$ cat src/rtl/arbitro_rr_serial.sv
// Round-robin byte scheduler ahead of the parallel-to-serial converter.
// Trains the link with COM symbols, then grants one requester byte per clk_4f cycle.
module arbitro_rr_serial #(
  parameter int          NUM_REQ      = 4,
  parameter int          DATA_W       = 8,
  parameter logic [DATA_W-1:0] COM    = 8'hBC,
  parameter int          TRAIN_CYCLES = 4
) (
  input  logic                        clk_4f,
  input  logic                        reset,
  input  logic                        enable,
  input  logic                        rx_active,
  input  logic [NUM_REQ-1:0]          req_valid,
  input  logic [NUM_REQ*DATA_W-1:0]   req_data,
  output logic [NUM_REQ-1:0]          req_pop,
  output logic [DATA_W-1:0]           data2send,
  output logic                        valid2send,
  output logic [$clog2(NUM_REQ)-1:0]  grant_id,
  output logic [1:0]                  state
);

  localparam int IDW = $clog2(NUM_REQ);
  localparam int CW  = $clog2(TRAIN_CYCLES + 1);

  typedef enum logic [1:0] {
    IDLE  = 2'b00,
    TRAIN = 2'b01,
    RUN   = 2'b10
  } state_t;

  state_t            r_state;
  state_t            w_stateNext;
  logic [CW-1:0]     r_trainCnt;
  logic [CW-1:0]     w_trainCntNext;
  logic [IDW-1:0]    r_ptr;
  logic [IDW-1:0]    w_winner;
  logic              w_found;
  logic              w_grant;
  logic [DATA_W-1:0] w_winData;
  logic [DATA_W-1:0] r_data;
  logic              r_valid;
  logic [IDW-1:0]    r_gid;

  // Saturating count of COM symbols sent in the current training pass
  assign w_trainCntNext = (r_trainCnt == CW'(TRAIN_CYCLES)) ? r_trainCnt : r_trainCnt + CW'(1);

  // Search order starts at the pointer; iterating downwards lets the nearest requester win
  always_comb begin
    logic [IDW-1:0] idx;
    w_found  = 1'b0;
    w_winner = '0;
    idx      = '0;
    for (int k = NUM_REQ - 1; k >= 0; k--) begin
      idx = r_ptr + IDW'(k);
      if (req_valid[idx]) begin
        w_found  = 1'b1;
        w_winner = idx;
      end
    end
  end

  always_comb begin
    w_winData = COM;
    for (int i = 0; i < NUM_REQ; i++) begin
      if (IDW'(i) == w_winner) w_winData = req_data[i*DATA_W +: DATA_W];
    end
  end

  // Exit conditions are folded in so no pop happens in a cycle that leaves RUN
  assign w_grant = !reset && (r_state == RUN) && enable && rx_active && w_found;

  always_ff @(posedge clk_4f) begin
    if (reset) r_state <= IDLE;
    else       r_state <= w_stateNext;
  end

  always_comb begin
    w_stateNext = r_state;
    case (r_state)
      IDLE:    if (enable) w_stateNext = TRAIN;
      TRAIN: begin
        if (!enable)                                                 w_stateNext = IDLE;
        else if (w_trainCntNext == CW'(TRAIN_CYCLES) && rx_active)   w_stateNext = RUN;
      end
      RUN: begin
        if (!enable)         w_stateNext = IDLE;
        else if (!rx_active) w_stateNext = TRAIN;
      end
      default:               w_stateNext = IDLE;
    endcase
  end

  always_comb begin
    req_pop = '0;
    if (w_grant) req_pop[w_winner] = 1'b1;
  end

  // Outside TRAIN the counter sits at zero, so every entry into TRAIN starts a fresh pass
  always_ff @(posedge clk_4f) begin
    if (reset || r_state != TRAIN) r_trainCnt <= '0;
    else                           r_trainCnt <= w_trainCntNext;
  end

  always_ff @(posedge clk_4f) begin
    if (reset) begin
      r_data  <= COM;
      r_valid <= 1'b0;
      r_gid   <= '0;
      r_ptr   <= '0;
    end else if (w_grant) begin
      r_data  <= w_winData;
      r_valid <= 1'b1;
      r_gid   <= w_winner;
      r_ptr   <= w_winner + IDW'(1);
    end else begin
      r_data  <= COM;
      r_valid <= 1'b0;
    end
  end

  assign data2send  = r_data;
  assign valid2send = r_valid;
  assign grant_id   = r_gid;
  assign state      = r_state;

endmodule

$ cat config.mk
export PLATFORM = sky130hd
export DESIGN_NAME = arbitro_rr_serial
export DESIGN_NICKNAME = d
export VERILOG_FILES = /design/src/rtl/arbitro_rr_serial.sv
export SDC_FILE = /design/constraint.sdc
export NUM_CORES = 1
export LEC_CHECK = 0
export BUFFER_PORTS_ARGS = -buffer_cell sky130_fd_sc_hd__buf_2
export CAP_MARGIN = 20
export CORE_MARGIN = 5
export CORE_UTILIZATION = 45
export DETAILED_ROUTE_END_ITERATION = 6
export PLACE_DENSITY = 0.86
export SLEW_MARGIN = 10
export SYNTH_ARGS = -nofsm -noshare
export SYNTH_HDL_FRONTEND = slang
export SYNTH_SLANG_ARGS = --single-unit
$ cat constraint.sdc
create_clock -name clk_4f -period 6.1 [get_ports clk_4f]
set_input_delay 1.22 -clock clk_4f [delete_from_list [all_inputs] [get_ports clk_4f]]
set_output_delay 1.22 -clock clk_4f [all_outputs]
set_load 0.1 [all_outputs]
Word-level counts from Yosys, hierarchy flattened
Index checks and enable logic that the tools add are counted.
{"block": "totals", "regBits": 18, "input_bits": 40, "output_inout_bits": 17, "wordCells": 72}
{"block": "op_classes", "n_addsub": 5, "n_lt_le_gt_ge": 6, "n_eq_ne": 11, "muxes": 31, "n_bitwise": 1, "reduce_logical": 12}
{"op": "$mux 8", "n": 4}
{"op": "$mux 2", "n": 9}
{"op": "$lt 2x3->1 const B", "n": 5}
{"op": "$mux 1", "n": 10}
{"op": "$bmux 1 s2", "n": 4}
{"op": "$eq 3x3->1 const B", "n": 2}
{"op": "$logic_and 1x1->1", "n": 6}
{"op": "$ne 3x3->1 const B", "n": 2}
{"op": "$pmux 2 s3", "n": 1}
{"op": "$add 2x1->2 const B", "n": 2}
{"op": "$add 2x2->2 const B", "n": 2}
{"op": "$eq 2x2->1 const A", "n": 2}
{"op": "$logic_not 2->1", "n": 2}
{"op": "$mux 4", "n": 1}
{"op": "$add 3x1->3 const B", "n": 1}
{"op": "$mux 3", "n": 1}
{"op": "$reduce_and 3->1", "n": 1}
{"op": "$demux 1 s2", "n": 1}
{"op": "$eq 1x2->1 const A", "n": 1}
{"op": "$eq 2x1->1 const B", "n": 1}
{"op": "$eq 2x2->1 const B", "n": 1}
{"op": "$ge 2x1->1 const B", "n": 1}
{"op": "$ne 2x1->1 const B", "n": 1}
{"op": "$ne 2x2->1 const B", "n": 1}
{"op": "other kinds (4)", "n": 4}

Logic depth before layout (Yosys ltp)
Gate-level depths: netlist of the first run.
{"block": "logic_depth", "word_depth": 12, "depth_mapped": 10, "mapped_depth_nobuf": 9}

Worst setup path before layout of the first run
No wires, ideal clock.
{"block": "synth_path", "kind": "input to output", "start": "input port req_valid[2]", "end": "output port req_pop[1]", "t_arrival_ps": 3449, "required_time_ps": 4880, "path_slack_ps": 1431, "path_stages": 6, "path_buffers": 0, "cell_sequence": "mux2i_1 > nor2_1 > nor3_1 > ha_1 > inv_1 > nor2_1"}
{"block": "synth_via", "elab_chain_cells": 11, "elab_cells_between_ends": 23, "classes_between": "order compare (2); mux (19); reduce/logical (2)"}
{"item": "start: declaration", "line": "13", "source": "input logic [NUM_REQ-1:0] req_valid,"}
{"item": "$bmux 1 s2", "line": "55", "source": "if (req_valid[idx]) begin"}
{"item": "$mux 1 (implied by the code)", "line": "55"}
{"item": "$mux 2 (3 in series)", "line": "55"}
{"item": "$mux 2 (*)", "line": "55"}
{"item": "via w_winner[0]", "line": "36", "source": "logic [IDW-1:0] w_winner;"}
{"item": "$lt 2x3->1 (implied by the code) or $ge 2x1->1 (tied branches)", "line": "95", "source": "if (w_grant) req_pop[w_winner] = 1'b1;"}
{"item": "$logic_and 1x1->1 (implied by the code)", "line": "95"}
{"item": "$mux 1 (implied by the code)", "line": "95"}
{"item": "$demux 1 s2 (*)", "line": "95"}
{"item": "$mux 4 (*)", "line": "95"}
{"item": "end: declaration", "line": "15", "source": "output logic [NUM_REQ-1:0] req_pop,"}
The timed path passes the listed nets; every way through them passes the cells marked *. The select of a mux whose other input is x is not followed.

Worst setup path in the final report of the first run
{"block": "layout_path", "start": "input port req_valid[2]", "end": "output port req_pop[3]"}
The elaborated chain is that of the path after synthesis.

==> results.json, run 1 <==
{
  "run_status": "finished, final reports clean",
  "pwr_density_cell_nw_per_um2": 175,
  "cap_violations": 0,
  "setup_ws_ps": 1700,
  "clock_skew_ps": 2.84,
  "min_period_over_period": 0.721,
  "cts_tree": "done",
  "drive_above_1_share": 0.346,
  "grt_max_degree": 18,
  "synthCells": 128,
  "num_vias": 1091,
  "critPathKind": "input port to primary output",
  "io-pin-count": 57,
  "cpPeakStageDelay_ps": 560,
  "die_area_um2": 3400,
  "syn_to_final_growth_pct": 29.6,
  "layout_commonest_cell": "buf_2",
  "grt_use_met2": 0.271,
  "maxSlewViolCount": 0,
  "initial_utilization": 0.475,
  "dp_slack_ps": 1700,
  "routed_wirelength_um": 2690,
  "cp_common_cell": "buf_2",
  "clk_pin_slew_ps": 100,
  "finalPower_w": 0.000238,
  "ys_types": 32,
  "grt_pass1_vias": 1075,
  "endpoint_kind": "primary output",
  "cp_data_arrival_time_ps": 3180,
  "tns_ps": 0,
  "grt_overflow": 0,
  "cts_hold_buf": 0,
  "drc": 0,
  "whs_path_depth": 2,
  "dr.pass1.iters": 4,
  "dp_hpwl_um": 2200,
  "worst_slew_pin_slew_ps": 565,
  "ff2ff_path_depth": 8,
  "clk_latency_ps": 290,
  "hold_viol_final": 0,
  "cp_cell_sequence": "buf_2 -> mux2i_1 -> nor2_1 -> nor3_1 -> ha_1 -> and2_1 -> buf_2",
  "yosysWarnings": 0,
  "rows": 17,
  "fin_area_um2": 1360,
  "die_x_um": 58.3,
  "cts-root-buf": "clkbuf_4",
  "synth.area.top_cells": "dfxtp_1 34%, ha_1 7.2%, a21oi_1 5.7%",
  "rsz0062_at_grt": "false",
  "drtIter0Drc": 22,
  "hp-class": "flip-flop to flip-flop",
  "max_freq_mhz": 227,
  "cts_setup_buffers": 0,
  "placed_cell_area_um2": 1320,
  "die_h_um": 58.3,
  "cts_buffers": 3,
  "worst_setup_path_start_kind": "input port",
  "netlist_area_um2": 1050,
  "ys_ff_latch": 18,
  "cts_buffer_depth": 2,
  "busiest_layer": "met2",
  "ant_nets": 0,
  "period_minus_slack_ps": 4400,
  "crit_required_ps": 4880,
  "syn-num-nets": 174,
  "power_leakage_nw": 0.657,
  "synth_seq_area_share": 0.343,
  "grt_pass1_wl_um": 4250,
  "mostFrequentLayoutCells": "56 x buf_2, 18 x dfxtp_1, 12 x a21oi_1",
  "slowest_stage": "ha_1",
  "cp.depth": 7,
  "crit_family": "simple AND/OR/NAND/NOR gates",
  "finalSetupViolCount": 0,
  "numClockSinks": 18,
  "synth_top_area_frac": 0.343,
  "nNetsFinal": 229,
  "grt.total_usage": 0.156,
  "ir_worst_vdd_mv": 0.125,
  "netlist.top_cell.by_area": "dfxtp_1",
  "final_util": 0.615,
  "place.gp.congestion": 0.878,
  "antenna_cells": 0,
  "grt_use_met3": 0.0439,
  "drt-wirelength-per-cell_um": 12.8,
  "core_um2": 2210,
  "slew_headroom": 0.620,
  "critPathMaxFanout": 17,
  "portBuffers": 56,
  "cts_resized": 0,
  "use_met1": 0.184,
  "cts.htree.levels": 1,
  "viasPerCell": 5.20,
  "avgSynthCellArea_um2": 8.20,
  "antenna_found_initial": 0,
  "crit_buf_inv": 2
}
-- power by group --
| part | switching, W | internal (W) |
|---|---|---|
| registers | 0.000000837 | 0.000118 |
| clock network | 0.0000373 | 0.0000364 |
| logic | 0.0000228 | 0.0000225 |
| total | 0.0000609 | 0.000177 |
-- worst paths after layout --
check               startpoint            to  slack, ps
setup / recovery  req_valid[2]    req_pop[3]       1700
hold / removal     grant_id[1]   grant_id[1]        520
setup reg to reg      r_ptr[1]  data2send[1]       3720
hold reg to reg    grant_id[1]   grant_id[1]        520
-- flip-flops by register name, indices dropped and copies added (netlist names) --
register,count
data2send,8
r_trainCnt,3
grant_id,2
r_ptr,2
state,2
valid2send,1
-- cells by family after synthesis --
group | after synthesis | share of synthesized area
simple gates | 44 | 0.242
compound gates | 41 | 0.247
buf+inv | 18 | 0.0870
flops | 18 | 0.343
fa+ha+maj | 6 | 0.0715
mux | 1 | 0.00954
-- metrics by stage --
step	std cells	hold WS, ps
floorplan	128	504
global placement	206	494
detailed placement	206	496
CTS	210	517
global route	210	527
finish	210	519
-- cell usage after synthesis (all sizes together) --
library cell  instances
dfxtp                18
nor3                  2
o22ai                 5
nand4b                1
nand3b                3
nor2b                 6
a311oi                1
ha                    6
and2                  3
or3b                  2
and3b                 1
nor4                  1
mux2i                 1
nand2b                4
o21ai                 9
and4bb                1
a21oi                12
o21a                  5
clkbuf                4
a211o                 3
nor3b                 1
a221oi                4
nor2                  8
a21o                  2
inv                  12
buf                   2
nand2                 8
and3                  1
or3                   2
-- area by class of cell --
| type | count | area (µm²) |
|---|---|---|
| well taps | 28 | 35.0 |
| fillers | 208 | 852 |
| flip-flops and latches | 18 | 360 |
| inverters | 12 | 50.0 |
| clock buffers | 4 | 36.3 |
| multi-input cells | 92 | 598 |
| repair buffers | 56 | 280 |
-- worst register-to-register path: cells and delay by family, from the launching register on --
kind | cells | cell delay (ps)
flip-flops | 1 | 440
AND/OR/NAND/NOR | 2 | 530
adder cells (fa/ha/maj) | 1 | 410
multiplexers | 1 | 210
buffers and inverters | 1 | 140
AO/OA/AOI/OAI | 3 | 540
-- metal layers --
metal	vias to the layer above	share of wire
met4	0	0.011
met2	43	0.47
li1	556	-
met5	-	0
met3	3	0.11
met1	489	0.41
Power figures use the tool's default switching activity.
==> run 2: changes to the inputs <==
CORE_UTILIZATION = 44   (was 45)
PLACE_DENSITY = 0.84   (was 0.86)
clock period = 4.25 ns   (was 6.1 ns; I/O delays follow)
==> run 2 against run 1 <==
Compared with the run above: sequential power increased by 44%; critical path type unchanged; worst setup slack lost 1000 ps; via count decreased by 0.73%; sequential share of layout area shrank 0.15 points; flip-flop and latch count is the same; non-clock buffer count rose by 1; critical endpoint is now req_pop[1]; clock skew grew 3.2 ps; clock power is 40% higher; final cell count up 0.48%; worst hold slack got worse by 8.8 ps; power is 42% higher; first-iteration DRC count grew 36%.
==> results.json, run 2 (synthesis gave the netlist of run 1 again) <==
{
  "run_status": "finished, final reports clean",
  "clock_skew_ps": 6.02,
  "routed_wirelength_um": 2710,
  "die_area_um2": 3460,
  "cp.depth": 8,
  "grt_max_degree": 18,
  "fill_cells": 211,
  "worst_slew_pin_slew_ps": 544,
  "core_um2": 2250,
  "io-pin-count": 57,
  "clk_latency_ps": 280,
  "worstSetupStartpoint": "req_valid[2]",
  "clk_pin_slew_ps": 110,
  "nNetsFinal": 230,
  "drt-wirelength-per-cell_um": 12.8,
  "r2r_setup_slack_ps": 1930,
  "grt_pass1_wl_um": 4310,
  "timing.rr.end": "data2send[0]",
  "hold_viol_final": 0,
  "largest_reg_flops": 8,
  "cts_buffer_depth": 2,
  "die_x_um": 58.8,
  "cts_tree": "done",
  "antenna_found_initial": 0,
  "ir_worst_vdd_mv": 0.171,
  "cts-root-buf": "clkbuf_4",
  "die_h_um": 58.8,
  "cts_hold_buf": 0,
  "cpPeakStageDelay_ps": 460,
  "critPathMaxFanout": 7,
  "maxSlewViolCount": 0,
  "dp_hpwl_um": 2200,
  "crit_family": "buffers and inverters",
  "cts_setup_buffers": 0,
  "rows": 17,
  "cap_violations": 0,
  "reg2reg_from": "r_ptr[1]",
  "critical_path.endpoint": "req_pop[1]",
  "mostFrequentLayoutCells": "56 x buf_2, 18 x dfxtp_1, 12 x a21oi_1",
  "initial_utilization": 0.466,
  "period_minus_slack_ps": 3550,
  "layout_commonest_cell": "buf_2",
  "regArea_um2": 360,
  "drtIter0Drc": 30,
  "multi_input_area_um2": 598,
  "holdCritStartpoint": "grant_id[1]",
  "place.gp.congestion": 0.879,
  "antenna_cells": 0,
  "cts_resized": 0,
  "ant_nets": 0,
  "fin_area_um2": 1370,
  "slew_headroom": 0.634,
  "grt.total_usage": 0.159,
  "dp.cells": 207,
  "cts_buffers": 3,
  "drive_above_1_share": 0.350,
  "power_leakage_nw": 0.663,
  "ff2ff_path_depth": 8,
  "slowest_stage": "nor3_1",
  "cp_cell_sequence": "buf_2 -> mux2i_1 -> nor2_1 -> nor3_1 -> ha_1 -> inv_1 -> nor2_1 -> buf_2",
  "dr.pass1.iters": 4,
  "endpoint_kind": "primary output",
  "cts.htree.levels": 1,
  "syn_to_final_growth_pct": 30.3,
  "rsz0062_at_grt": "false",
  "pwr_density_cell_nw_per_um2": 248,
  "viasPerCell": 5.13,
  "min_period_over_period": 0.834,
  "num_vias": 1083,
  "numClockSinks": 18,
  "grt_pass1_vias": 1046,
  "crit_required_ps": 3400,
  "drc": 0,
  "finalSetupViolCount": 0,
  "placed_cell_area_um2": 1330,
  "worst_setup_path_start_kind": "input port",
  "tns_ps": 0,
  "critPathKind": "input port to primary output",
  "max_freq_mhz": 282,
  "grt_overflow": 0,
  "cp_data_arrival_time_ps": 2700,
  "hp-class": "flip-flop to flip-flop",
  "crit_buf_inv": 3,
  "portBuffers": 56,
  "instances_no_fill": 211
}
run 2: layout make-up:
| type | instances | share of cell area |
|---|---|---|
| Timing Repair Buffer | 57 | 0.210 |
| Inverter | 12 | 0.0366 |
| Clock buffer | 4 | 0.0265 |
| Tap cell | 28 | 0.0256 |
| Multi-Input combinational cell | 92 | 0.437 |
| Sequential cell | 18 | 0.263 |
run 2: worst min-delay path by stage:
| stage | end | cells after the start | slack (ps) |
|---|---|---|---|
| after floorplan | r_trainCnt[2] | 2 | 500 |
| after global placement | grant_id[1] | 2 | 490 |
| after detailed placement | grant_id[1] | 2 | 490 |
| after CTS | grant_id[1] | 2 | 510 |
| after global routing | state[1] | 1 | 570 |
| final | grant_id[1] | 2 | 510 |
run 2: stage by stage:
step                power (W)  setup WS, ps  hold slack [ps]   util
finish               0.000339           704              510  0.607
global route         0.000361           490              575  0.607
global placement     0.000238           806              488  0.590
floorplan            0.000212           321              504      -
CTS                  0.000342           712              512  0.607
detailed placement   0.000239           712              486  0.590
run 2: report_power, final:
part | total, W | switching (W) | internal, W | leakage, nW
clock network | 0.000103 | 0.0000512 | 0.0000521 | 0.0210
registers | 0.000171 | 0.00000116 | 0.000170 | 0.146
logic | 0.0000648 | 0.0000323 | 0.0000325 | 0.496
total | 0.000339 | 0.0000847 | 0.000254 | 0.663
run 2: tightest hold or removal path, delay by kind of cell (launching register included):
kind             cells  cell delay [ps]
flip-flops           1              330
AND/OR/NAND/NOR      1               80
AO/OA/AOI/OAI        1               70
run 2: metal layers:
layer | routed length (µm) | share of wire | vias up | track usage
met2 | 1290 | 0.48 | 40 | 0.292
met1 | 1130 | 0.42 | 479 | 0.172
met3 | 271 | 0.10 | 2 | 0.0439
li1 | - | - | 562 | -
met5 | 0 | 0 | - | 0
met4 | 19 | 0.0070 | 0 | 0.0615
==> run 3: changes to the inputs <==
ABC_AREA = 1   (was not set)
CORE_UTILIZATION = 45   (was 44)
PLACE_DENSITY = 0.83   (was 0.84)
clock period = 3.6 ns   (was 4.25 ns; I/O delays follow)
==> run 3 against run 2 <==
Compared with the run above: final area increased by 14%; final cell count rose by 22%; first-iteration DRC count is 40% higher; sequential share of layout area shrank 3.2 points; die area rose by 8.7%; clock-buffer cell count unchanged; critical endpoint is now req_pop[0]; largest power group unchanged; highest routed layer unchanged.
==> results.json, run 3 <==
{
  "drc": 0,
  "clk_pin_slew_ps": 100,
  "busiest_layer": "met2",
  "die_area_um2": 3760,
  "synth_seq_area_share": 0.304,
  "grt.total_usage": 0.156,
  "ys_ff_latch": 18,
  "synthMostInstantiatedCell": "nand2_1",
  "slew_headroom": 0.661,
  "antenna_found_initial": 0,
  "die_x_um": 61.3,
  "core_um2": 2500,
  "clock_skew_ps": 3.18,
  "cts_hold_buf": 0,
  "synthTopCellsByCount": "41 x nand2_1, 21 x inv_1, 18 x dfxtp_1",
  "holdWs_ps": 474,
  "avgSynthCellArea_um2": 7.02,
  "nNetsFinal": 274,
  "drtIter0Drc": 42,
  "cts_resized": 0,
  "endpoint_kind": "primary output",
  "grt_pass1_vias": 1139,
  "pwr_density_cell_nw_per_um2": 276,
  "synth-main-ff-cell": "dfxtp_1",
  "worst_slew_pin_slew_ps": 507,
  "period_minus_slack_ps": 3330,
  "mostFrequentLayoutCells": "54 x buf_2, 41 x nand2_1, 21 x inv_1",
  "grt_overflow": 0,
  "num_vias": 1266,
  "crit_required_ps": 2880,
  "synth.area.top_cells": "dfxtp_1 30%, nand2_1 13%, inv_1 6.6%",
  "drt-wirelength-per-cell_um": 11.3,
  "r2r_setup_slack_ps": 1110,
  "dp_hpwl_um": 2420,
  "place.gp.congestion": 0.824,
  "synth_top_family_by_area": "simple AND/OR/NAND/NOR gates",
  "async_reset_ff_frac": 0,
  "cts-root-buf": "clkbuf_4",
  "grt_max_degree": 17,
  "cts.htree.levels": 1,
  "clk_latency_ps": 280,
  "synth-compound-area-share": 0.186,
  "hold_viol_final": 0,
  "placed_cell_area_um2": 1520,
  "cts_setup_buffers": 0,
  "largest_reg_flops": 8,
  "cp_data_arrival_time_ps": 2610,
  "die_h_um": 61.3,
  "worst_setup_path_start_kind": "flip-flop",
  "ant_nets": 0,
  "synth-simple-area-share": 0.313,
  "synthCells": 169,
  "muxShareOfSynthArea": 0,
  "maxSlewViolCount": 0,
  "dr.pass1.iters": 4,
  "rows": 18,
  "ir_worst_vdd_mv": 0.232,
  "layout_commonest_cell": "buf_2",
  "io-pin-count": 57,
  "tns_ps": 0,
  "grt_pass1_wl_um": 4580,
  "syn-num-nets": 215,
  "critPathKind": "flip-flop to primary output",
  "final_util": 0.623,
  "power_leakage_nw": 0.797,
  "grt_use_met2": 0.273,
  "viasPerCell": 4.93,
  "rsz0062_at_grt": "false",
  "cts_buffer_depth": 2,
  "finalSetupViolCount": 0,
  "synth-xor-area-share": 0.0148,
  "cts_tree": "done",
  "ys_types": 29,
  "synth_top_area_frac": 0.304,
  "fin_area_um2": 1560,
  "synth_edf_count": 0,
  "run_status": "finished, final reports clean",
  "hp-class": "flip-flop to flip-flop",
  "drive_above_1_share": 0.388,
  "max_freq_mhz": 300,
  "cap_violations": 0,
  "antenna_cells": 0,
  "initial_utilization": 0.474,
  "grt_use_met3": 0.0126,
  "netlist.top_cell.by_area": "dfxtp_1",
  "syn_to_final_growth_pct": 31.2,
  "use_met1": 0.204,
  "yosysWarnings": 0,
  "fill_cells": 244,
  "routed_wirelength_um": 2890,
  "min_period_over_period": 0.925,
  "netlist_area_um2": 1190,
  "numClockSinks": 18,
  "cts_buffers": 3,
  "portBuffers": 56,
  "critPathMaxFanout": 12,
  "synthAdderAreaFrac": 0.0633
}
run 3: cell types whose count changed after synthesis, sizes merged, moves of 6 or more:
cell   delta
nand2    +38
nor2b     -6
a21oi     -7
nor2     +10
nand3    +15
inv      +13
run 3: worst paths after layout:
kind,from,depth (start not counted),endpoint
setup / recovery,r_ptr[0],12,req_pop[0]
hold / removal,grant_id[1],2,grant_id[1]
setup reg to reg,r_ptr[0],14,data2send[2]
hold reg to reg,grant_id[1],2,grant_id[1]
run 3: critical path: stages (launching register included):
cell,delay (ps)
dfxtp_1,650
nand2_1,90
o21ai_1,170
nand2_1,120
nand3_2,100
nand2_1,50
nand2_1,90
nand2_1,120
inv_1,100
ha_1,240
inv_1,70
nor2_2,100
buf_2,430
run 3: where the power goes:
part / switching [W] / total [W] / internal (W)
registers: 0.00000159 / 0.000203 / 0.000202
logic: 0.0000668 / 0.000110 / 0.0000428
clock network: 0.0000555 / 0.000117 / 0.0000614
total: 0.000124 / 0.000430 / 0.000306
run 3: per-layer routing:
layer / wire length (µm) / vias to the layer above
li1: - / 663
met5: 0 / -
met4: 29 / 0
met3: 173 / 2
met2: 1450 / 35
met1: 1230 / 566
run 3: layout make-up:
cell class	count	area, µm²	area share
Clock buffer	4	36.3	0.0233
Inverter	26	103	0.0659
Multi-Input combinational cell	121	694	0.446
Sequential cell	18	360	0.232
Tap cell	30	37.5	0.0241
Timing Repair Buffer	58	325	0.209
run 3: kinds of logic (layout without fill, tap and decap cells):
group	after synthesis	after routing
buffers and inverters	30	88
adders and majority gates	6	6
xor gates and xnor gates	2	2
DFF	18	18
and+or+nand+nor	80	80
AOI/OAI and AO/OA	33	33
run 3: metrics by stage:
| step | std cells | total power, W | setup WS [ps] |
|---|---|---|---|
| finish | 257 | 0.000430 | 269 |
| global route | 257 | 0.000454 | 25.4 |
| CTS | 257 | 0.000434 | 262 |
| detailed placement | 253 | 0.000316 | 412 |
| global placement | 253 | 0.000314 | 496 |
| floorplan | 169 | 0.000280 | 107 |
